<file path="src/rtl/pwm_hbridge_driver.sv">
// Sign/magnitude PWM driver for one H-bridge motor leg pair.
// Latches PID effort once per period, saturates, adds reversal dead-time.
module pwm_hbridge_driver #(
  parameter int W        = 7,
  parameter int CNT_W    = 8,
  parameter int PERIOD   = 127,
  parameter int DEADTIME = 4
) (
  input  logic         clk,
  input  logic         reset,
  input  logic         en,
  input  logic [W:0]   u_in,
  output logic         pwm_a,
  output logic         pwm_b,
  output logic         dir,
  output logic         sat,
  output logic         period_tick
);

  typedef enum logic [1:0] {
    IDLE = 2'd0,
    RUN  = 2'd1,
    DEAD = 2'd2
  } state_t;

  localparam logic [CNT_W-1:0] LAST    = CNT_W'(PERIOD - 1);
  localparam logic [CNT_W-1:0] DT_LAST = CNT_W'(DEADTIME - 1);
  localparam logic [CNT_W-1:0] FULL    = CNT_W'(PERIOD);

  state_t           state;
  state_t           state_n;
  logic [CNT_W-1:0] cnt;
  logic [CNT_W-1:0] cnt_n;
  logic [CNT_W-1:0] duty;
  logic [CNT_W-1:0] duty_n;
  logic             pend;
  logic             pend_n;
  logic             dir_n;
  logic             sat_n;
  logic             act_n;
  logic             tick_n;

  logic             sign;
  logic [W:0]       mag;
  logic             over;
  logic [CNT_W-1:0] clip;
  logic             boundary;

  // Unsigned magnitude; -2**W maps to 2**W without overflow.
  always_comb begin
    sign = u_in[W];
    mag  = sign ? (~u_in + 1'b1) : u_in;
    over = (32'(mag) > 32'(PERIOD));
    clip = over ? FULL : CNT_W'(mag);
  end

  // Next state, counter, latched duty and direction.
  always_comb begin
    state_n  = state;
    cnt_n    = cnt;
    duty_n   = duty;
    pend_n   = pend;
    dir_n    = dir;
    sat_n    = sat;
    boundary = (cnt == LAST);
    if (!en) begin
      state_n = IDLE;
      cnt_n   = '0;
      duty_n  = '0;
      sat_n   = 1'b0;
    end else begin
      unique case (state)
        IDLE: begin
          state_n = RUN;
          cnt_n   = '0;
          duty_n  = '0;
          sat_n   = 1'b0;
        end
        RUN, DEAD: begin
          cnt_n = boundary ? '0 : cnt + 1'b1;
          if (boundary) begin
            duty_n = clip;
            sat_n  = over;
            if ((mag != '0) && (sign != dir)) begin
              state_n = DEAD;
              pend_n  = sign;
            end
          end
          if ((state == DEAD) && (cnt == DT_LAST)) begin
            state_n = RUN;
            dir_n   = pend;
          end
        end
        default: state_n = IDLE;
      endcase
    end
  end

  // Output decode from the next-cycle values so outputs stay registered.
  always_comb begin
    act_n  = (state_n == RUN) && (cnt_n < duty_n);
    tick_n = (state_n != IDLE) && (cnt_n == LAST);
  end

  // State and output registers.
  always_ff @(posedge clk or negedge reset) begin
    if (!reset) begin
      state       <= IDLE;
      cnt         <= '0;
      duty        <= '0;
      pend        <= 1'b0;
      dir         <= 1'b0;
      sat         <= 1'b0;
      pwm_a       <= 1'b0;
      pwm_b       <= 1'b0;
      period_tick <= 1'b0;
    end else begin
      state       <= state_n;
      cnt         <= cnt_n;
      duty        <= duty_n;
      pend        <= pend_n;
      dir         <= dir_n;
      sat         <= sat_n;
      pwm_a       <= act_n & ~dir_n;
      pwm_b       <= act_n & dir_n;
      period_tick <= tick_n;
    end
  end

endmodule

</file>
<file path="config.mk">
export PLATFORM = sky130hd
export DESIGN_NAME = pwm_hbridge_driver
export DESIGN_NICKNAME = d
export VERILOG_FILES = /design/src/rtl/pwm_hbridge_driver.sv
export SDC_FILE = /design/constraint.sdc
export NUM_CORES = 1
export LEC_CHECK = 0
export ABC_CLOCK_PERIOD_IN_PS = 4600
export CORE_ASPECT_RATIO = 1.75
export CORE_MARGIN = 2
export CORE_UTILIZATION = 45
export DETAILED_ROUTE_END_ITERATION = 16
export DONT_BUFFER_PORTS = 1
export PLACE_DENSITY = 0.57
export SETUP_SLACK_MARGIN = 0.05
export SLEW_MARGIN = 20
export SYNTH_ARGS = -nofsm -noshare
export SYNTH_HDL_FRONTEND = slang
export SYNTH_SLANG_ARGS = --single-unit
</file>
<file path="constraint.sdc">
create_clock -name clk -period 4.6 [get_ports clk]
set_clock_uncertainty 0.2 [all_clocks]
set_input_delay 0.69 -clock clk [delete_from_list [all_inputs] [get_ports clk]]
set_output_delay 0.69 -clock clk [all_outputs]
set_load 0.05 [all_outputs]
</file>
== Word-level counts from Yosys, hierarchy flattened ==
Index checks and enable logic that the tools add are counted.
W data, S select, Z words.

* Input port bits: 11
* Word-level logic and storage cells: 55
* Flip-flop bits (word level): 24
* Output and inout port bits: 5

* Add/sub/neg operators: 2
* Magnitude comparators: 2
* Reductions and logical operators: 10
* Equality and inequality tests: 9
* Bitwise gates (word level): 4
* Muxes and demuxes: 19

{| class="wikitable"
|+ Operators by type and width
! operator !! count
|-
| $mux W8 || 6
|-
| $pmux W8 S2 || 2
|-
| $add A8 B1 Y8 const B || 2
|-
| $eq A8 B7 Y1 const B || 2
|-
| $eq A8 B2 Y1 const B || 1
|-
| $gt A8 B7 Y1 const B || 1
|-
| $lt A8 B8 Y1 || 1
|-
| $mux W2 || 4
|-
| $not A8 Y8 || 1
|-
| $reduce_bool A8 Y1 || 1
|-
| $mux W1 || 5
|-
| $eq A2 B1 Y1 const B || 2
|-
| $logic_and A1 B1 Y1 || 4
|-
| $pmux W2 S2 || 1
|-
| $reduce_and A4 Y1 || 1
|-
| $ne A3 B1 Y1 const B || 1
|-
| $ne A3 B3 Y1 const B || 1
|-
| $and A1 B1 Y1 || 2
|-
| $eq A2 B2 Y1 const B || 1
|-
| $logic_not A2 Y1 || 1
|-
| $pmux W1 S2 || 1
|-
| $reduce_and A2 Y1 || 1
|-
| $reduce_bool A2 Y1 || 1
|-
| $reduce_or A2 Y1 || 1
|-
| other kinds (2) || 2
|}

== Depth between registers and ports, before layout ==
* Depth after elaboration: 13
* Gate-level depth with buffers: 15

== Worst setup path after synthesis ==
No wires, ideal clock.

* Path kind: in2reg
* Start point: in u_in[2]
* End point: reg pwm_b
* Required time: 4.314 ns
* Library setup time: 0.086 ns
* Cell stages on the path: 12
* Slack: 1.303 ns
* Arrival time: 3.011 ns
* Cells stage by stage: buf_6 > or3_1 > o311ai_0 > a21boi_1 > a22o_1 > nand2_1 > a21bo_2 > ha_1 > a21o_1 > a21o_1 > nand3b_1 > nor3_1

* Cells in the longest elaborated chain, start to end: 13
* Elaborated cells between the ends (all ways): 19
* Classes of those cells: add/sub: 1; order compare: 2; eq/ne: 1; mux: 10; bitwise: 2; reduce/logical: 3

{| class="wikitable"
|+ Ends and longest elaborated chain
! what !! RTL line !! RTL
|-
| from (decl) || 12 || <nowiki>input logic [W:0] u_in,</nowiki>
|-
| $not A8 Y8 || 52 || <nowiki>mag = sign ? (~u_in + 1'b1) : u_in;</nowiki>
|-
| $add A8 B1 Y8 || 52 ||
|-
| $mux W8 (*) || 52 ||
|-
| parallel branches: the longest is 8 deep, another holds $gt A8 B7 Y1 || n/a ||
|-
| $logic_and A1 B1 Y1 (*) || 101 || <nowiki>act_n = (state_n == RUN) && (cnt_n < duty_n);</nowiki>
|-
| $and A1 B1 Y1 (*) || 125 || <nowiki>pwm_b <= act_n & dir_n;</nowiki>
|-
| to (signal assigned) || 125 ||
|-
| to (decl) || 14 || <nowiki>output logic pwm_b,</nowiki>
|}

Every way passes the cells marked *.
A chain may end at the register's enable or synchronous reset.

== Final worst setup path ==
* Start point: reg state[1]
* End point: reg pwm_b

* Cells in the longest elaborated chain, start to end: 8
* Elaborated cells between the ends (all ways): 21
* Classes of those cells: order compare: 1; eq/ne: 3; mux: 12; bitwise: 1; reduce/logical: 4

{| class="wikitable"
|+ Ends and longest elaborated chain
! what !! RTL line !! RTL
|-
| from (decl) || 30 || <nowiki>state_t state;</nowiki>
|-
| from (signal assigned) || 118 || <nowiki>state <= state_n;</nowiki>
|-
| parallel branches: the longest is 7 deep, another holds $lt A8 B8 Y1 || n/a ||
|-
| $and A1 B1 Y1 (*) || 125 ||
|}

Marked as above.

==> run_summary.xml <==
<?xml version="1.0" encoding="UTF-8"?>
<metrics>
  <group name="timing">
    <metric name="finalWorstPathRequiredPeriod" unit="ps">3537</metric>
    <metric name="finalCritPeriodShare" unit="%">76.88</metric>
    <metric name="post-route-worst-setup-slack" unit="ps">1063</metric>
    <metric name="maxSlewViolCount" unit="">0</metric>
    <metric name="max-slew-margin-rel" unit="%">42.65</metric>
    <metric name="grt_setup_unrepaired" unit="">no</metric>
    <metric name="max_slew.worst_pin.slew" unit="ps">860.2</metric>
    <metric name="hold_violations" unit="">0</metric>
    <metric name="setup_violations" unit="">0</metric>
    <metric name="timing.setup.tns" unit="ps">0</metric>
    <metric name="timing.hold.ws" unit="ps">20.57</metric>
    <metric name="peak_freq" unit="MHz">282.8</metric>
  </group>
  <group name="yosys">
    <metric name="synthMuxAreaShare" unit="%">2.359</metric>
    <metric name="synthSimpleGateAreaFrac" unit="%">22.55</metric>
    <metric name="synthFlopType" unit="">sky130_fd_sc_hd__dfrtp_1</metric>
    <metric name="synthDominantCellAreaShare" unit="%">33.31</metric>
    <metric name="synth_compound_area_share" unit="%">22.07</metric>
    <metric name="synth-seq-cells" unit="">24</metric>
    <metric name="syn_nets" unit="">230</metric>
    <metric name="combinational_family_with_the_most_area_after_synthesis" unit="">simple AND/OR/NAND/NOR gates</metric>
    <metric name="yosysUniqueCellTypes" unit="">52</metric>
    <metric name="ys.warnings.count" unit="">0</metric>
    <metric name="synth-async-reset-ratio" unit="%">100.0</metric>
    <metric name="syn_avg_cell_area" unit="sq um">8.752</metric>
    <metric name="post_synth_fa_ha_maj_area_fraction" unit="%">9.022</metric>
    <metric name="synthesis.area" unit="sq um">1803</metric>
    <metric name="yosys.area.top_type" unit="">sky130_fd_sc_hd__dfrtp_1</metric>
    <metric name="biggest_area_contributors_in_the_synthesized_netlist" unit="">sky130_fd_sc_hd__dfrtp_1 33%, sky130_fd_sc_hd__ha_1 9.0%, sky130_fd_sc_hd__nor2_1 4.4%, sky130_fd_sc_hd__inv_1 3.1%, sky130_fd_sc_hd__nand2_1 2.9%</metric>
    <metric name="number_of_enable_flip_flop_cells_after_synthesis" unit="">0</metric>
    <metric name="post_synth_xor_xnor_area" unit="%">4.858</metric>
    <metric name="synth_seq_area_share" unit="%">33.31</metric>
    <metric name="synth_cells" unit="">206</metric>
  </group>
  <group name="grt">
    <metric name="grt_start_max_net_pins" unit="">27</metric>
    <metric name="grt.met1_usage" unit="%">24.24</metric>
    <metric name="global_routing_met3_resource_utilization" unit="%">2.901</metric>
    <metric name="grtUsageMet2" unit="%">37.05</metric>
    <metric name="gr-total-overflow" unit="">0</metric>
    <metric name="initial_antenna_violation_count" unit="">0</metric>
    <metric name="track_usage" unit="%">20.76</metric>
    <metric name="wire_length_of_the_first_global_routing_pass" unit="um">7107</metric>
    <metric name="number_of_global_route_vias_before_repair" unit="">1517</metric>
    <metric name="busiest_layer" unit="">met2</metric>
  </group>
  <group name="place">
    <metric name="buffer_ports.inserted" unit="">0</metric>
    <metric name="post-place-cells" unit="">244</metric>
    <metric name="gp_routability_congestion" unit="">0.8309</metric>
    <metric name="dp.final_hpwl" unit="um">3376</metric>
    <metric name="setup_slack_after_placement" unit="ps">1067</metric>
  </group>
  <group name="floorplan">
    <metric name="initial_core_util" unit="%">46.63</metric>
    <metric name="die_y" unit="um">87.74</metric>
    <metric name="die-width" unit="um">51.85</metric>
    <metric name="design.portCount" unit="">16</metric>
    <metric name="floorplan.core_area" unit="sq um">3866</metric>
    <metric name="die-area" unit="sq um">4549</metric>
    <metric name="row_count" unit="">30</metric>
  </group>
  <group name="worst_hold_path">
    <metric name="worst_hold_path_type" unit="">primary input to async pin</metric>
  </group>
  <group name="setup_path">
    <metric name="crit_type" unit="">register to register</metric>
    <metric name="rr_worst_depth" unit="">11</metric>
    <metric name="crit_required" unit="ps">4600</metric>
    <metric name="critical_path_arrival" unit="ps">3530</metric>
    <metric name="worst_reg2reg_endpoint" unit="">pwm_b</metric>
    <metric name="endpoint" unit="">pwm_b</metric>
    <metric name="setup.worst_path.start" unit="">state[1]</metric>
    <metric name="timing.critical_path.to_type" unit="">register</metric>
    <metric name="setup.worst_path.start_class" unit="">register</metric>
    <metric name="r2r_start" unit="">state[1]</metric>
    <metric name="worst-r2r-setup-slack" unit="ps">1060</metric>
    <metric name="crit_path_max_fanout" unit="">11</metric>
  </group>
  <group name="cts">
    <metric name="clk-insertion-delay-late" unit="ps">270</metric>
    <metric name="cts-htree-levels" unit="">1</metric>
    <metric name="post_cts_resize_count" unit="">0</metric>
    <metric name="cts.sinks" unit="">24</metric>
    <metric name="cts_hold_repair.buffers" unit="">1</metric>
    <metric name="numCtsBuffers" unit="">3</metric>
    <metric name="cts_root_buffer" unit="">sky130_fd_sc_hd__clkbuf_8</metric>
    <metric name="cts_max_path_buffers" unit="">2</metric>
    <metric name="post-cts-setup-buffers" unit="">0</metric>
    <metric name="tritoncts" unit="">done</metric>
    <metric name="clkTransAtPathRegs" unit="ps">90</metric>
  </group>
  <group name="drt">
    <metric name="final_antenna_net_count" unit="">0</metric>
    <metric name="wl" unit="um">4289</metric>
    <metric name="residual_drc_count" unit="">0</metric>
    <metric name="drt-pass1-iter-count" unit="">4</metric>
    <metric name="wire_per_inst" unit="um">17.22</metric>
    <metric name="num_vias" unit="">1517</metric>
    <metric name="avgViaCountPerCell" unit="">6.092</metric>
    <metric name="drt_iter0_drc" unit="">33</metric>
  </group>
  <group name="pwr">
    <metric name="power.combinational.fraction" unit="%">10.9</metric>
    <metric name="seq_power_share" unit="%">47.6</metric>
    <metric name="p_switching" unit="mW">0.1025</metric>
    <metric name="power_switching_share" unit="%">22.75</metric>
    <metric name="intPower" unit="mW">0.3481</metric>
    <metric name="max_ir_drop_vdd" unit="V">0.0002019</metric>
    <metric name="power_density" unit="nW/um^2">236.0</metric>
    <metric name="p_total" unit="mW">0.4506</metric>
    <metric name="clock_share_of_power" unit="%">41.5</metric>
    <metric name="p_leak" unit="nW">0.8317</metric>
  </group>
  <group name="final_layout">
    <metric name="layout-drive-gt1-share" unit="%">6.965</metric>
    <metric name="final_cells" unit="">249</metric>
    <metric name="layout.cells.most_common" unit="">sky130_fd_sc_hd__dfrtp_1</metric>
    <metric name="layout_common_cells" unit="">24 x sky130_fd_sc_hd__dfrtp_1, 21 x sky130_fd_sc_hd__nor2_1, 15 x sky130_fd_sc_hd__inv_1, 14 x sky130_fd_sc_hd__nand2_1, 13 x sky130_fd_sc_hd__ha_1</metric>
    <metric name="final_nets" unit="">226</metric>
    <metric name="number_of_diodes_added_for_antenna_fixing" unit="">0</metric>
    <metric name="areaGrowthSynthToFinish" unit="%">5.899</metric>
  </group>
  <group name="run">
    <metric name="cap_viol_max_count" unit="">0</metric>
  </group>
  <group name="status">
    <metric name="status" unit="">complete, no violations</metric>
  </group>
</metrics>
[metrics by stage]
step,area [sq um],utilization (%)
floorplan,1803,-
detailed placement,1818,47.02
finish,1909,49.39
CTS,1909,49.39
global route,1909,49.39
global placement,1818,47.02
[final cells by class]
cell class,instances,area [sq um]
Timing Repair Buffer,1,20.02
Clock inverter,1,30.03
Clock buffer,3,41.29
Inverter,16,60.06
Tap cell,48,60.06
Fill cell,376,1957
Sequential cell,24,600.6
Multi-Input combinational cell,156,1097
[cell families after synthesis]
kind of cell | Yosys count
xor+xnor | 10
fa+ha+maj | 13
flops | 24
compound gates | 52
buf+inv | 26
simple gates | 77
mux | 4
[sequential cells by signal (all words and copies together) (netlist names)]
name / count
dir: 1
cnt: 8
pwm_b: 1
pend: 1
state: 2
period_tick: 1
pwm_a: 1
sat: 1
duty: 8
[cells in the mapped netlist, types with 2 or more instances]
cell type	instances
sky130_fd_sc_hd__dfrtp_1	24
sky130_fd_sc_hd__nor2_1	21
sky130_fd_sc_hd__inv_1	15
sky130_fd_sc_hd__nand2_1	14
sky130_fd_sc_hd__ha_1	13
sky130_fd_sc_hd__a21oi_1	9
sky130_fd_sc_hd__clkbuf_1	9
sky130_fd_sc_hd__nor3_1	7
sky130_fd_sc_hd__o221ai_1	6
sky130_fd_sc_hd__o21ai_0	5
sky130_fd_sc_hd__xnor2_1	5
sky130_fd_sc_hd__xor2_1	5
sky130_fd_sc_hd__a21boi_0	4
sky130_fd_sc_hd__nand3_1	4
sky130_fd_sc_hd__nor2b_1	4
sky130_fd_sc_hd__o31ai_1	4
sky130_fd_sc_hd__a21o_1	3
sky130_fd_sc_hd__a31oi_1	3
sky130_fd_sc_hd__nand3b_1	3
sky130_fd_sc_hd__nor4b_1	3
sky130_fd_sc_hd__a21boi_1	2
sky130_fd_sc_hd__and2_1	2
sky130_fd_sc_hd__and3_1	2
sky130_fd_sc_hd__mux2_2	2
sky130_fd_sc_hd__mux2i_1	2
sky130_fd_sc_hd__nand2b_1	2
sky130_fd_sc_hd__nand4_1	2
sky130_fd_sc_hd__nand4b_1	2
sky130_fd_sc_hd__nor3b_1	2
sky130_fd_sc_hd__nor4_1	2
sky130_fd_sc_hd__o21a_1	2
sky130_fd_sc_hd__or2_2	2
sky130_fd_sc_hd__or3_1	2
[critical path: stages (launching register included)]
cell and delay, ps:
sky130_fd_sc_hd__dfrtp_1 420, sky130_fd_sc_hd__inv_1 80, sky130_fd_sc_hd__ha_1 490, sky130_fd_sc_hd__clkinv_1 320
sky130_fd_sc_hd__o21bai_1 350, sky130_fd_sc_hd__o221ai_1 230, sky130_fd_sc_hd__ha_1 270, sky130_fd_sc_hd__nor4b_1 280
sky130_fd_sc_hd__o31ai_1 130, sky130_fd_sc_hd__o31ai_1 430, sky130_fd_sc_hd__nand3b_1 140, sky130_fd_sc_hd__nor3_1 140
[worst min path at each step]
stage	end	slack, ps
4_1_cts	duty[6]	30
2_1_floorplan	cnt[0]	190
6_report	cnt[4]	20
5_1_grt	cnt[4]	20
3_5_place_dp	cnt[2]	200
3_3_place_gp	cnt[2]	200
[layer usage]
| layer | vias to the layer above | wire length (um) | share of wire [%] |
|---|---|---|---|
| met5 | - | 0 | 0 |
| met4 | 0 | 138 | 3.2 |
| met3 | 8 | 122 | 2.8 |
| met2 | 28 | 2253 | 53 |
| met1 | 748 | 1775 | 41 |
| li1 | 733 | - | - |
[power by group through the flow]
stage               Clock [mW]  Combinational [mW]  Sequential, mW
finish                   0.187              0.0489           0.215
global route             0.197              0.0551           0.215
CTS                      0.187              0.0495           0.215
detailed placement           0              0.0431           0.219
global placement             0              0.0417           0.219
floorplan                    0              0.0390           0.218
Power figures use the tool's default switching activity.
